<file path="src/rtl/ham_pkg.sv">
// ============================================================================
// Module   : ham_pkg
// Brief    : Shared mode constants and FSM state encoding for hamming_unit_iter.
// Revision : 1.0 - initial release
// ============================================================================
`default_nettype none

package ham_pkg;

    localparam logic HAM_MODE_WEIGHT = 1'b0;
    localparam logic HAM_MODE_DIST   = 1'b1;

    typedef enum logic [1:0] {
        ST_IDLE = 2'd0,
        ST_RUN  = 2'd1,
        ST_DONE = 2'd2
    } ham_state_e;

endpackage

`default_nettype wire

</file>
<file path="src/rtl/hamming_unit_iter_if.sv">
// ============================================================================
// Module   : hamming_unit_iter_if
// Brief    : Request/result valid-ready bundle of the iterative Hamming unit.
// Revision : 1.0 - initial release
// ============================================================================
`default_nettype none

interface hamming_unit_iter_if #(
    parameter int WIDTH = 32,
    parameter int OUT_W = 32
);
    logic             in_valid;
    logic             in_ready;
    logic             in_mode;
    logic [WIDTH-1:0] in_a;
    logic [WIDTH-1:0] in_b;
    logic             out_valid;
    logic             out_ready;
    logic [OUT_W-1:0] weight;
    logic             busy;

    modport master (
        output in_valid, in_mode, in_a, in_b, out_ready,
        input  in_ready, out_valid, weight, busy
    );

    modport slave (
        input  in_valid, in_mode, in_a, in_b, out_ready,
        output in_ready, out_valid, weight, busy
    );
endinterface

`default_nettype wire

</file>
<file path="src/rtl/hamming_unit_iter_chunk_popcount.sv">
// ============================================================================
// Module   : chunk_popcount
// Brief    : Combinational set-bit count of one CHUNK-bit slice.
// Revision : 1.0 - initial release
// ============================================================================
`default_nettype none

module chunk_popcount #(
    parameter int CHUNK = 8
) (
    input  wire logic [CHUNK-1:0]             data,
    output logic      [$clog2(CHUNK+1)-1:0]   count
);
    localparam int PC_W = $clog2(CHUNK + 1);

    always_comb begin
        count = '0;
        for (int i = 0; i < CHUNK; i++) begin
            count = count + PC_W'(data[i]);
        end
    end
endmodule

`default_nettype wire

</file>
<file path="src/rtl/hamming_unit_iter.sv">
// ============================================================================
// Module   : hamming_unit_iter
// Brief    : Multi-cycle Hamming weight/distance unit, CHUNK bits per cycle.
//            Optional HAM_EARLY_EXIT_EN finishes once the remaining bits are 0.
// Revision : 1.0 - initial release
// ============================================================================
`default_nettype none

module hamming_unit_iter
    import ham_pkg::*;
#(
    parameter int WIDTH = 32,
    parameter int CHUNK = 8,
    parameter int OUT_W = 32
) (
    input  wire logic         clk,
    input  wire logic         rst,
    hamming_unit_iter_if.slave bus
);
    localparam int NCHUNK = WIDTH / CHUNK;
    localparam int ACC_W  = $clog2(WIDTH + 1);
    localparam int PC_W   = $clog2(CHUNK + 1);
    localparam int CNT_W  = (NCHUNK > 1) ? $clog2(NCHUNK) : 1;

    ham_state_e       r_state;
    ham_state_e       w_state_next;
    logic [WIDTH-1:0] r_x;
    logic [WIDTH-1:0] w_x_shift;
    logic [CNT_W-1:0] r_cnt;
    logic [ACC_W-1:0] r_acc;
    logic [ACC_W-1:0] w_sum;
    logic [PC_W-1:0]  w_pc;
    logic             w_last;
    logic [OUT_W-1:0] r_weight;
    logic             r_out_valid;

    chunk_popcount #(.CHUNK(CHUNK)) u_pc (
        .data  (r_x[CHUNK-1:0]),
        .count (w_pc)
    );

    assign w_sum = r_acc + ACC_W'(w_pc);

    if (WIDTH > CHUNK) begin : g_shift
        assign w_x_shift = {{CHUNK{1'b0}}, r_x[WIDTH-1:CHUNK]};
    end else begin : g_no_shift
        assign w_x_shift = '0;
    end

`ifdef HAM_EARLY_EXIT_EN
    // Nothing left to count once the shifted operand is all zeros.
    assign w_last = (r_cnt == CNT_W'(NCHUNK - 1)) || (w_x_shift == '0);
`else
    assign w_last = (r_cnt == CNT_W'(NCHUNK - 1));
`endif

    always_comb begin
        w_state_next = r_state;
        case (r_state)
            ST_IDLE: if (bus.in_valid)  w_state_next = ST_RUN;
            ST_RUN:  if (w_last)        w_state_next = ST_DONE;
            ST_DONE: if (bus.out_ready) w_state_next = ST_IDLE;
            default:                    w_state_next = ST_IDLE;
        endcase
    end

    always_ff @(posedge clk) begin
        if (rst) begin
            r_state <= ST_IDLE;
        end else begin
            r_state <= w_state_next;
        end
    end

    always_ff @(posedge clk) begin
        if (rst) begin
            r_x         <= '0;
            r_acc       <= '0;
            r_cnt       <= '0;
            r_weight    <= '0;
            r_out_valid <= 1'b0;
        end else begin
            case (r_state)
                ST_IDLE: begin
                    if (bus.in_valid) begin
                        r_x   <= (bus.in_mode == HAM_MODE_DIST) ? (bus.in_a ^ bus.in_b) : bus.in_a;
                        r_acc <= '0;
                        r_cnt <= '0;
                    end
                end
                ST_RUN: begin
                    r_x   <= w_x_shift;
                    r_acc <= w_sum;
                    r_cnt <= r_cnt + CNT_W'(1);
                    if (w_last) begin
                        r_weight    <= OUT_W'(w_sum);
                        r_out_valid <= 1'b1;
                    end
                end
                ST_DONE: begin
                    if (bus.out_ready) begin
                        r_out_valid <= 1'b0;
                    end
                end
                default: ;
            endcase
        end
    end

    assign bus.in_ready  = (r_state == ST_IDLE);
    assign bus.busy      = (r_state != ST_IDLE);
    assign bus.out_valid = r_out_valid;
    assign bus.weight    = r_weight;

endmodule

`default_nettype wire
</file>
<file path="src/flat_wrapper.sv">
// flat-port wrapper written by rule: the top's interface ports become plain ports
module hamming_unit_iter_flat import ham_pkg::*;
#(
    parameter int WIDTH = 32,
    parameter int CHUNK = 8,
    parameter int OUT_W = 32
)
  (clk, rst, bus_in_valid, bus_in_mode, bus_in_a, bus_in_b, bus_out_ready, bus_in_ready, bus_out_valid, bus_weight, bus_busy);
  hamming_unit_iter_if #(.WIDTH(WIDTH), .OUT_W(OUT_W)) bus_i ();
  input  wire logic clk;
  input  wire logic rst;
  input wire logic [$bits(bus_i.in_valid)-1:0] bus_in_valid;
  input wire logic [$bits(bus_i.in_mode)-1:0] bus_in_mode;
  input wire logic [$bits(bus_i.in_a)-1:0] bus_in_a;
  input wire logic [$bits(bus_i.in_b)-1:0] bus_in_b;
  input wire logic [$bits(bus_i.out_ready)-1:0] bus_out_ready;
  output wire logic [$bits(bus_i.in_ready)-1:0] bus_in_ready;
  output wire logic [$bits(bus_i.out_valid)-1:0] bus_out_valid;
  output wire logic [$bits(bus_i.weight)-1:0] bus_weight;
  output wire logic [$bits(bus_i.busy)-1:0] bus_busy;
  assign bus_i.in_valid = bus_in_valid;
  assign bus_i.in_mode = bus_in_mode;
  assign bus_i.in_a = bus_in_a;
  assign bus_i.in_b = bus_in_b;
  assign bus_i.out_ready = bus_out_ready;
  assign bus_in_ready = bus_i.in_ready;
  assign bus_out_valid = bus_i.out_valid;
  assign bus_weight = bus_i.weight;
  assign bus_busy = bus_i.busy;
  hamming_unit_iter #(.WIDTH(WIDTH), .CHUNK(CHUNK), .OUT_W(OUT_W)) u_core (.clk(clk), .rst(rst), .bus(bus_i));
endmodule
</file>
<file path="config.mk">
export PLATFORM = sky130hd
export DESIGN_NAME = hamming_unit_iter_flat
export DESIGN_NICKNAME = d
export VERILOG_FILES = /design/src/rtl/ham_pkg.sv /design/src/rtl/hamming_unit_iter_if.sv /design/src/rtl/hamming_unit_iter_chunk_popcount.sv /design/src/rtl/hamming_unit_iter.sv /design/src/flat_wrapper.sv
export SDC_FILE = /design/constraint.sdc
export NUM_CORES = 1
export LEC_CHECK = 0
export ABC_AREA = 1
export ABC_CLOCK_PERIOD_IN_PS = 5100
export CAP_MARGIN = 20
export CORE_MARGIN = 8
export CORE_UTILIZATION = 47
export CTS_CLUSTER_SIZE = 28
export DETAILED_ROUTE_END_ITERATION = 10
export PLACE_DENSITY = 0.92
export SLEW_MARGIN = 20
export SYNTH_ARGS = -nofsm -noshare
export SYNTH_HDL_FRONTEND = slang
export SYNTH_SLANG_ARGS = --single-unit
</file>
<file path="constraint.sdc">
create_clock -name clk -period 5.1 [get_ports clk]
set_input_delay 1.02 -clock clk [delete_from_list [all_inputs] [get_ports clk]]
set_output_delay 1.02 -clock clk [all_outputs]
set_load 0.05 [all_outputs]
</file>
# Word-level counts from Yosys, hierarchy flattened
# Index checks and enable logic that the tools add are counted.
# classes
n_eq_ne,6
multipliers,0
reduce_logical,8
mux,14
shift,0
addsub,9
n_bitwise,1
div_mod_pow,0
n_lt_le_gt_ge,0
# op_table
cell,n
two-way mux 32 bit,2
one-hot mux 32 bit (2 select lines),1
bitwise XOR 32 bit,1
adder 4 x 1 -> 4 bit,4
one-hot mux 6 bit (2 select lines),1
two-way mux 2 bit,4
adder 6 x 4 -> 6 bit,1
two-way mux 6 bit,1
one-hot mux 2 bit (3 select lines),1
AND reduction 3 bit,2
nonzero test 2 bit,3
adder 3 x 1 -> 4 bit,1
"equality test 2 bit, second input constant",2
"inequality test 2 bit, second input constant",2
one-hot mux 2 bit (2 select lines),1
AND reduction 2 bit,2
adder 2 x 1 -> 3 bit,1
adder 1 x 1 -> 2 bit,1
"adder 2 x 1 -> 2 bit, second input constant",1
"equality test 2 x 1 -> 1 bit, second input constant",1
logical NOT 2 bit,1
two-way mux 1 bit,2
"inequality test 2 x 1 -> 1 bit, second input constant",1
one-hot mux 1 bit (2 select lines),1
# word_totals
memories,0
mem_bits_ro,0
mem_bits_rw,0
latch_bits,0
wordCells,44
ff_bits,49
output_inout_bits,35

# Depth between registers and ports, before layout
# Gate-level depths: netlist of run 1.
# logic_depth
ltp_word,9
ltp_mapped,15
mapped_depth_nobuf,15

# Modules after synthesis
# Synthesis of run 1 repeated with hierarchy kept, for this count alone.
# unflattened
cells_unflattened,418
hier_area_um2,3014.1
# by_module_without_submodules
mod,seq_area_each_um2,cells_per_inst,area_per_inst_um2,instances
hamming_unit_iter,980.9,389,2812.7,1
chunk_popcount,0.0,29,201.4,1

# Worst setup path before layout of run 1
# Ideal clock, no wire load.
# synth_timing
path_kind,reg2reg
startpoint,register u_core.r_acc[0]
endpoint,register u_core.r_acc[4]
n_path_buf,0
arrival_time_ns,3.156
required_ns,5.030
path_slack_ns,1.874
path_stages_with_launch,12
path_cell_list,dfxtp_1 > fa_1 > inv_1 > fa_1 > fa_1 > fa_1 > fa_1 > nand3b_1 > nand2_1 > or2_2 > nand3_1 > a21oi_1
# synth_via
elab_chain_len,2
# synth_lines
element,line,text
"start, declared",hamming_unit_iter.sv:30,logic [ACC_W-1:0] r_acc;
"start signal, assigned",hamming_unit_iter.sv:93,r_acc <= w_sum;
adder 6 x 4 -> 6 bit,hamming_unit_iter.sv:42,assign w_sum = r_acc + ACC_W'(w_pc);
one-hot mux 6 bit (2 select lines),hamming_unit_iter.sv:83,case (r_state)
# No other way between the ends.
# A chain may end at the register's enable or synchronous reset.

# Worst setup path in the final report of run 1
# Same ends and word-level chain as after synthesis.

==> results of run 1 <==
cell families after synthesis:
family	count (synthesis)	share of synthesized area (%)
DFF	49	33.2
and+or+nand+nor	181	27.1
xor gates and xnor gates	11	3.26
other	1	0.127
buffers and inverters	70	14.9
adders and majority gates	12	6.36
AOI/OAI and AO/OA	73	15.1
cell type report:
cell class                 instances  area share [%]
multi-input combinational        303            44.3
sequential                        49            26.7
timing repair buffer              79            21.4
inverter                          24            2.72
tap                               77            2.62
clock buffer                       7            2.08
clock inverter                     1           0.204
Yosys cell counts (4+ instances only):
| library cell | number | area, µm² |
|---|---|---|
| a21o_1 | 15 | 113 |
| a21oi_1 | 30 | 150 |
| a31oi_1 | 18 | 113 |
| buf_2 | 7 | 35.0 |
| buf_4 | 28 | 210 |
| buf_6 | 4 | 45.0 |
| clkbuf_1 | 5 | 18.8 |
| dfxtp_1 | 49 | 981 |
| fa_1 | 5 | 100 |
| ha_1 | 7 | 87.6 |
| inv_1 | 20 | 75.1 |
| nand2_1 | 114 | 428 |
| nand2_4 | 4 | 45.0 |
| nand3_1 | 41 | 205 |
| nand3b_1 | 4 | 30.0 |
| nor2_1 | 14 | 52.6 |
| o221ai_1 | 4 | 35.0 |
| xnor2_1 | 9 | 78.8 |
state kept, by name, indices dropped and copies added (netlist names):
signal / count
u_core.r_acc: 6
u_core.r_state: 2
u_core.r_cnt: 2
u_core.bus.weight: 6
u_core.bus.out_valid: 1
u_core.r_x: 32
how the worst min path moves through the flow:
stage                                                   end                              start  slack, ns
after floorplan                u_core.r_cnt[0]$_SDFFE_PP0P_       u_core.r_cnt[0]$_SDFFE_PP0P_       0.43
after global placement         u_core.r_cnt[0]$_SDFFE_PP0P_       u_core.r_cnt[0]$_SDFFE_PP0P_       0.44
after detailed placement        u_core.r_x[23]$_SDFFE_PP0P_        u_core.r_x[23]$_SDFFE_PP0P_       0.46
after CTS                       u_core.r_x[23]$_SDFFE_PP0P_        u_core.r_x[23]$_SDFFE_PP0P_       0.47
after global routing      u_core.bus.weight[2]$_SDFFE_PP0P_  u_core.bus.weight[2]$_SDFFE_PP0P_       0.48
final                           u_core.r_x[30]$_SDFFE_PP0P_        u_core.r_x[30]$_SDFFE_PP0P_       0.47
routing by layer:
metal  part of all wire (%)  routed length (µm)  GRT usage [%]  vias up
met2                     51                3710           29.5       96
met1                     39                2890           18.3     1263
met3                    7.3                 539           4.65       19
met5                      0                   0              0        -
met4                    2.8                 206           8.06        0
li1                       -                   -              -     1392
critical path: cells and delay by family (launching register included):
kind | cells | cell delay [ns]
adders and majority gates | 5 | 2.43
DFF | 1 | 0.34
AOI/OAI and AO/OA | 1 | 0.13
and+or+nand+nor | 4 | 0.43
buffers and inverters | 1 | 0.07
report_power, final:
part / total (mW) / internal, mW / leakage [nW] / switching [mW]
Sequential: 0.423 / 0.407 / 0.401 / 0.0154
Clock: 0.224 / 0.0972 / 0.0385 / 0.127
Combinational: 0.286 / 0.115 / 1.08 / 0.172
Total: 0.933 / 0.619 / 1.52 / 0.314
through the flow:
| step | instances | hold WS, ns |
|---|---|---|
| after floorplan | 422 | 0.429 |
| after global placement | 532 | 0.445 |
| after detailed placement | 532 | 0.456 |
| after CTS | 540 | 0.469 |
| after global routing | 540 | 0.479 |
| final | 540 | 0.467 |
==> key figures, run 1 <==
Worst setup path
  – Capturing point of the worst reg2reg path: u_core.r_acc[4]$_SDFFE_PP0P_
  – Startpoint Class: flip-flop
  – Crit path largest cell delay: about 0.53 ns
  – CP Cell Sequence: fa_1 -> inv_1 -> fa_1 -> fa_1 -> fa_1 -> fa_1 -> nand3b_1 -> nand2_1 -> or2_2 -> nand3_1 -> a21oi_1
  – Reg2reg path depth: 11
  – Crit path kind: reg -> reg
  – Data arrival, critical path: 3.69 ns
  – RR Startpoint: u_core.r_acc[0]$_SDFFE_PP0P_
  – CP startpoint: u_core.r_acc[0]$_SDFFE_PP0P_
  – Critical path fanouts, max: 2
  – Required @ worst endpoint: between 5 and 6 ns
  – Most used cell, CP: fa_1
  – Reg2reg setup slack: roughly 1.7 ns
  – Worst setup EP type: flip-flop
  – Crit path to: u_core.r_acc[4]$_SDFFE_PP0P_
  – Critical path's slowest cell: fa_1

Global routing
  – First-pass GRT wire length: between 10 and 15 mm
  – Gr ovfl total: 0
  – Number of global-route vias before repair: 2,803
  – Initial antenna violation count: 0
  – Largest net degree at the start of global routing: 51
  – Gr usage total: 16.8%

Cells and area
  – Most common cell after layout, fill and taps aside: nand2_1
  – Nets: approximately 540
  – FF/Latch Area: about 980 µm²
  – Layout cells sized above 1: 4.10%
  – Filler cells: 553
  – Footprint of the multi-input gates: ~1600 µm²
  – Finished Cell Area: 3670 µm²
  – Antenna Cells: 0
  – Final core utilization: between 50% and 60%
  – Area Overhead vs Synth: 24.4%
  – Leading cell types in the layout, fill and taps excluded: nand2_1 (114), clkdlybuf4s50_1 (77), dfxtp_1 (49), nand3_1 (41), a21oi_1 (30)

CTS
  – Worst-skew pair later-pin latency: 0.30 ns
  – # Post-CTS Setup Buffers: 0
  – Clock Sinks: 49
  – Cts bufs inserted: 5
  – H-Tree Depth: 2
  – TritonCTS clock tree: built
  – Root buffer selected by CTS: clkbuf_8
  – Post-CTS resize count: 0
  – Cts hold-fix bufs: 0
  – CTS Buffer Depth: 2
  – Reg clk slew, reported paths: ~0.09 ns

Power and ir drop
  – Peak supply drop: 0.130 mV
  – Lkg Pwr: 1.52 nW
  – Pwr dens: 254 nW/µm²
  – Tot Pwr: 933 µW

STA
  – Layout Skew: approximately 0.0066 ns
  – Fin crit share: 67.5%
  – F_max: 0.290 GHz
  – Final setup margin: 1.66 ns
  – Final hold vios: 0
  – Setup violators final: 0
  – RSZ-0062 raised after global routing: no
  – Setup_tns: 0 ns
  – Tmin final: 3.44 ns
  – Worst-Margin Slew: 0.788 ns
  – Pins Over Slew Limit: 0
  – Slew HR: 47.3%

Route
  – Vias: roughly 2,800
  – DR pass1 iterations: 4
  – Via-to-Cell Ratio: between 5 and 6
  – Detail Route Antenna Nets: 0
  – Residual DRC: 0
  – Detailed Route WL: 7.34 mm
  – Avg WL per Cell: 13.6 µm
  – DRT iter0 DRCs: 181

Yosys
  – EDFF count, synth: 0
  – Mapped Area: 2950 µm²
  – Main synth FF type: dfxtp_1
  – Synthesized instance count: 397
  – Asr flop ratio synth: 0%
  – Syn Area/Cell: 7.44 µm²
  – Synth Register Bits: 49
  – Seq/Total Area, Yosys: 33.2%
  – Post-synthesis cell type count: 29
  – Syn. warnings: 0

Floorplan
  – Die area: between 9000 and 10,000 µm²
  – Die Ht: 95.3 µm
  – Top-level port count: 104
  – Core area: 6200 µm²
  – Starting Density: 47.6%
  – # rows: 29
  – Chip width: 95.3 µm

Placed design
  – RD Place Congestion: 0.836
  – Place WS: 1.69 ns
  – Placed cell areas: 3590 µm²
  – DP HPWL: 5.78 mm
  – IO buf count: between 70 and 80

Hold path
  – Hold depth: 2
  – Hold Crit Class: reg -> reg

Run status
  – Outcome: complete, no violations

Flow run
  – MaxCap Viol Count: 0
Note: power is estimated with default switching activity, not from simulation.
==> run 2, diff against run 1 <==
ABC_CLOCK_PERIOD_IN_PS = 2900   (was 5100)
CORE_UTILIZATION = 41   (was 47)
PLACE_DENSITY = 0.86   (was 0.92)
clock period = 2.9 ns   (was 5.1 ns; I/O delays follow)
==> run 2 against run 1 <==
Compared with the run above:
- the run now ends with setup timing left
- cell count rose by 4.6%
- maximum frequency rose by 8.5%
- flip-flop and latch count stayed put
- routed wire length fell by 1.7%
- register-to-register slack lost 1.9 ns
- clock skew fell by 0.0011 ns
- clock power grew 92%
- clock-buffer cell count fell by 2
- worst hold slack better by 0.0017 ns
- combinational power up 78%
==> key figures, run 2 (synthesis results as in run 1) <==
Run status
  – Outcome: finished, violations left
  – Failing checks: setup timing

Cells and area
  – Finished Cell Area: 3750 µm² (+2.1%)
  – Layout cells sized above 1: 6.65% (+2.5 points)
  – Largest register by flop count: u_core.r_x
  – Filler cells: 693 (+25%)
  – Area Overhead vs Synth: 27.1%
  – Leading cell types in the layout, fill and taps excluded: nand2_1 (113), clkdlybuf4s50_1 (77), dfxtp_1 (48), nand3_1 (41), a21oi_1 (29)
  – Most common cell after layout, fill and taps aside: nand2_1
  – Antenna Cells: 0 (unchanged)
  – Nets: 546 (+0.55%)
  – Number of flip-flops in the largest register: 32 (unchanged)

Placed design
  – RD Place Congestion: 0.832 (-0.39%)
  – IO buf count: 77 (unchanged)
  – Placed cell areas: 3640 µm² (+1.4%)
  – DP HPWL: 5.54 mm (-4.2%)

Global routing
  – Gr usage total: 14.5% (-2.3 points)
  – Gr ovfl total: 0 (unchanged)
  – First-pass GRT wire length: 12.1 mm (-1.1%)
  – Largest net degree at the start of global routing: 51 (unchanged)
  – Number of global-route vias before repair: 2,693 (-3.9%)
  – Initial antenna violation count: 0 (unchanged)

Floorplan
  – Top-level port count: 104 (unchanged)
  – # rows: 31 (+6.9%)
  – Die area: 10,200 µm² (+12%)
  – Starting Density: 41.6% (-6.0 points)
  – Die Ht: 101 µm (+5.9%)
  – Chip width: 101 µm (+5.9%)
  – Core area: 7100 µm² (+14%)

CTS
  – Cts bufs inserted: 5 (unchanged)
  – Cts hold-fix bufs: 0 (unchanged)
  – TritonCTS clock tree: built
  – Clock Sinks: 49 (unchanged)
  – H-Tree Depth: 2 (unchanged)
  – CTS Buffer Depth: 2 (unchanged)
  – Root buffer selected by CTS: clkbuf_8
  – Worst-skew pair later-pin latency: 0.30 ns (about the same)
  – Reg clk slew, reported paths: 0.10 ns (about the same)

Hold path
  – Hold depth: 2 (unchanged)
  – Hold Crit Class: reg -> reg

STA
  – Tmin final: 3.17 ns (-0.269 ns)
  – Pins Over Slew Limit: 0 (unchanged)
  – Fin crit share: 109% (+42 points)
  – Worst-Margin Slew: 0.550 ns (-0.238 ns)
  – RSZ-0062 raised after global routing: yes
  – Setup_tns: -1.36 ns (-1.36 ns)
  – Layout Skew: 0.00545 ns (-0.00112 ns)
  – Final hold vios: 0 (unchanged)
  – F_max: 0.315 GHz (+8.5%)
  – Slew HR: 63.2% (+16 points)
  – Setup violators final: 8 (+8)
  – Final setup margin: -0.275 ns (-1.93 ns)

Power and ir drop
  – Flop pwr share: 44.2% (-1.1 points)
  – Lkg Pwr: 1.54 nW (+1.5%)
  – Clk pwr share: 25.5% (+1.5 points)
  – Pwr dens: 449 nW/µm² (+77%)
  – Sw Pwr: 571 µW (+82%)
  – Peak supply drop: 0.227 mV (+75%)
  – Internal: 1.11 mW (+80%)
  – Switch share: 33.9% (+0.28 points)
  – Comb pwr share: 30.3% (-0.4 points)

Route
  – DRT iter0 DRCs: 131 (-28%)
  – Detailed Route WL: 7.22 mm (-1.7%)
  – Residual DRC: 0 (unchanged)
  – Detail Route Antenna Nets: 0 (unchanged)
  – DR pass1 iterations: 4 (unchanged)
  – Via-to-Cell Ratio: 4.78 (-6.8%)
  – Vias: 2,701 (-2.5%)
  – Avg WL per Cell: 12.8 µm (-6.0%)

Worst setup path
  – Critical path fanouts, max: 2 (unchanged)
  – Crit path kind: reg -> reg
  – Required @ worst endpoint: 3.13 ns (-2.21 ns)
  – Data arrival, critical path: 3.41 ns (-0.28 ns)
  – Reg2reg path depth: 11 (unchanged)
  – Worst setup EP type: flip-flop
  – Startpoint Class: flip-flop
  – Reg2reg setup slack: -0.27 ns (-1.93 ns)

Flow run
  – MaxCap Viol Count: 0 (unchanged)
run 2: changes by cell type in the layout (fill, tap and decap cells not counted), moves of 2 or more:
cell      before  now
inv_2          2    4
buf_4          2    5
fa_1           5    3
fa_2           0    2
inv_1         20   18
clkbuf_1       2    0
run 2: cell type report:
| type | count | area [µm²] | area share, % |
|---|---|---|---|
| Tap cell | 99 | 124 | 3.30 |
| Timing Repair Buffer | 82 | 808 | 21.5 |
| Inverter | 24 | 100 | 2.67 |
| Clock buffer | 5 | 68.8 | 1.83 |
| Sequential cell | 49 | 982 | 26.2 |
| Clock inverter | 3 | 28.8 | 0.767 |
| Multi-Input combinational cell | 303 | 1640 | 43.7 |
run 2: power groups by stage:
stage                     Sequential [mW]  Combinational (mW)  Clock [mW]
after floorplan                     0.752               0.383           0
after global placement              0.756               0.489           0
after detailed placement            0.758               0.501           0
after CTS                           0.743               0.506       0.442
after global routing                0.749               0.571       0.464
final                               0.744               0.510       0.430
run 2: metrics by stage:
step / instances / util, % / setup WS (ns) / total power, mW / hold WS [ns]
3_3_place_gp: 556 / 51.3 / -0.259 / 1.25 / 0.441
4_1_cts: 564 / 52.7 / -0.337 / 1.69 / 0.470
6_report: 565 / 52.9 / -0.275 / 1.68 / 0.469
5_1_grt: 565 / 52.9 / -0.446 / 1.78 / 0.492
3_5_place_dp: 556 / 51.3 / -0.312 / 1.26 / 0.455
2_1_floorplan: 422 / - / -0.199 / 1.13 / 0.429
run 2: layer usage:
metal	GRT usage, %	up-vias	routed length (µm)
met5	0	-	0
met4	4.42	0	112
met3	4.35	10	504
met2	25.1	75	3660
met1	16.6	1218	2940
li1	-	1398	-
run 2: what timing repair did:
action / 4_1_cts / 5_1_grt
setup endpoints to repair: 6 / 10
hold endpoints to repair: 0 / 0
resized for setup: 1 / 3
cloned: 0 / 0
buffers inserted: 0 / 1
pin swaps: 3 / 2
run 2: worst max-delay path, stage by stage (launching register included):
cell      delay, ns
dfxtp_2        0.34
fa_1           0.53
inv_1          0.05
fa_1           0.50
fa_1           0.43
fa_2           0.37
fa_2           0.35
nand3b_1       0.16
nand2_1        0.08
or2_2          0.11
nand3_1        0.08
a21oi_2        0.13
run 2: worst paths after layout:
path / to / start
max: u_core.r_acc[4]$_SDFFE_PP0P_ / u_core.r_acc[0]$_SDFFE_PP0P_
min: u_core.bus.weight[3]$_SDFFE_PP0P_ / u_core.bus.weight[3]$_SDFFE_PP0P_
min reg2reg: u_core.bus.weight[3]$_SDFFE_PP0P_ / u_core.bus.weight[3]$_SDFFE_PP0P_
max reg2reg: u_core.r_acc[4]$_SDFFE_PP0P_ / u_core.r_acc[0]$_SDFFE_PP0P_
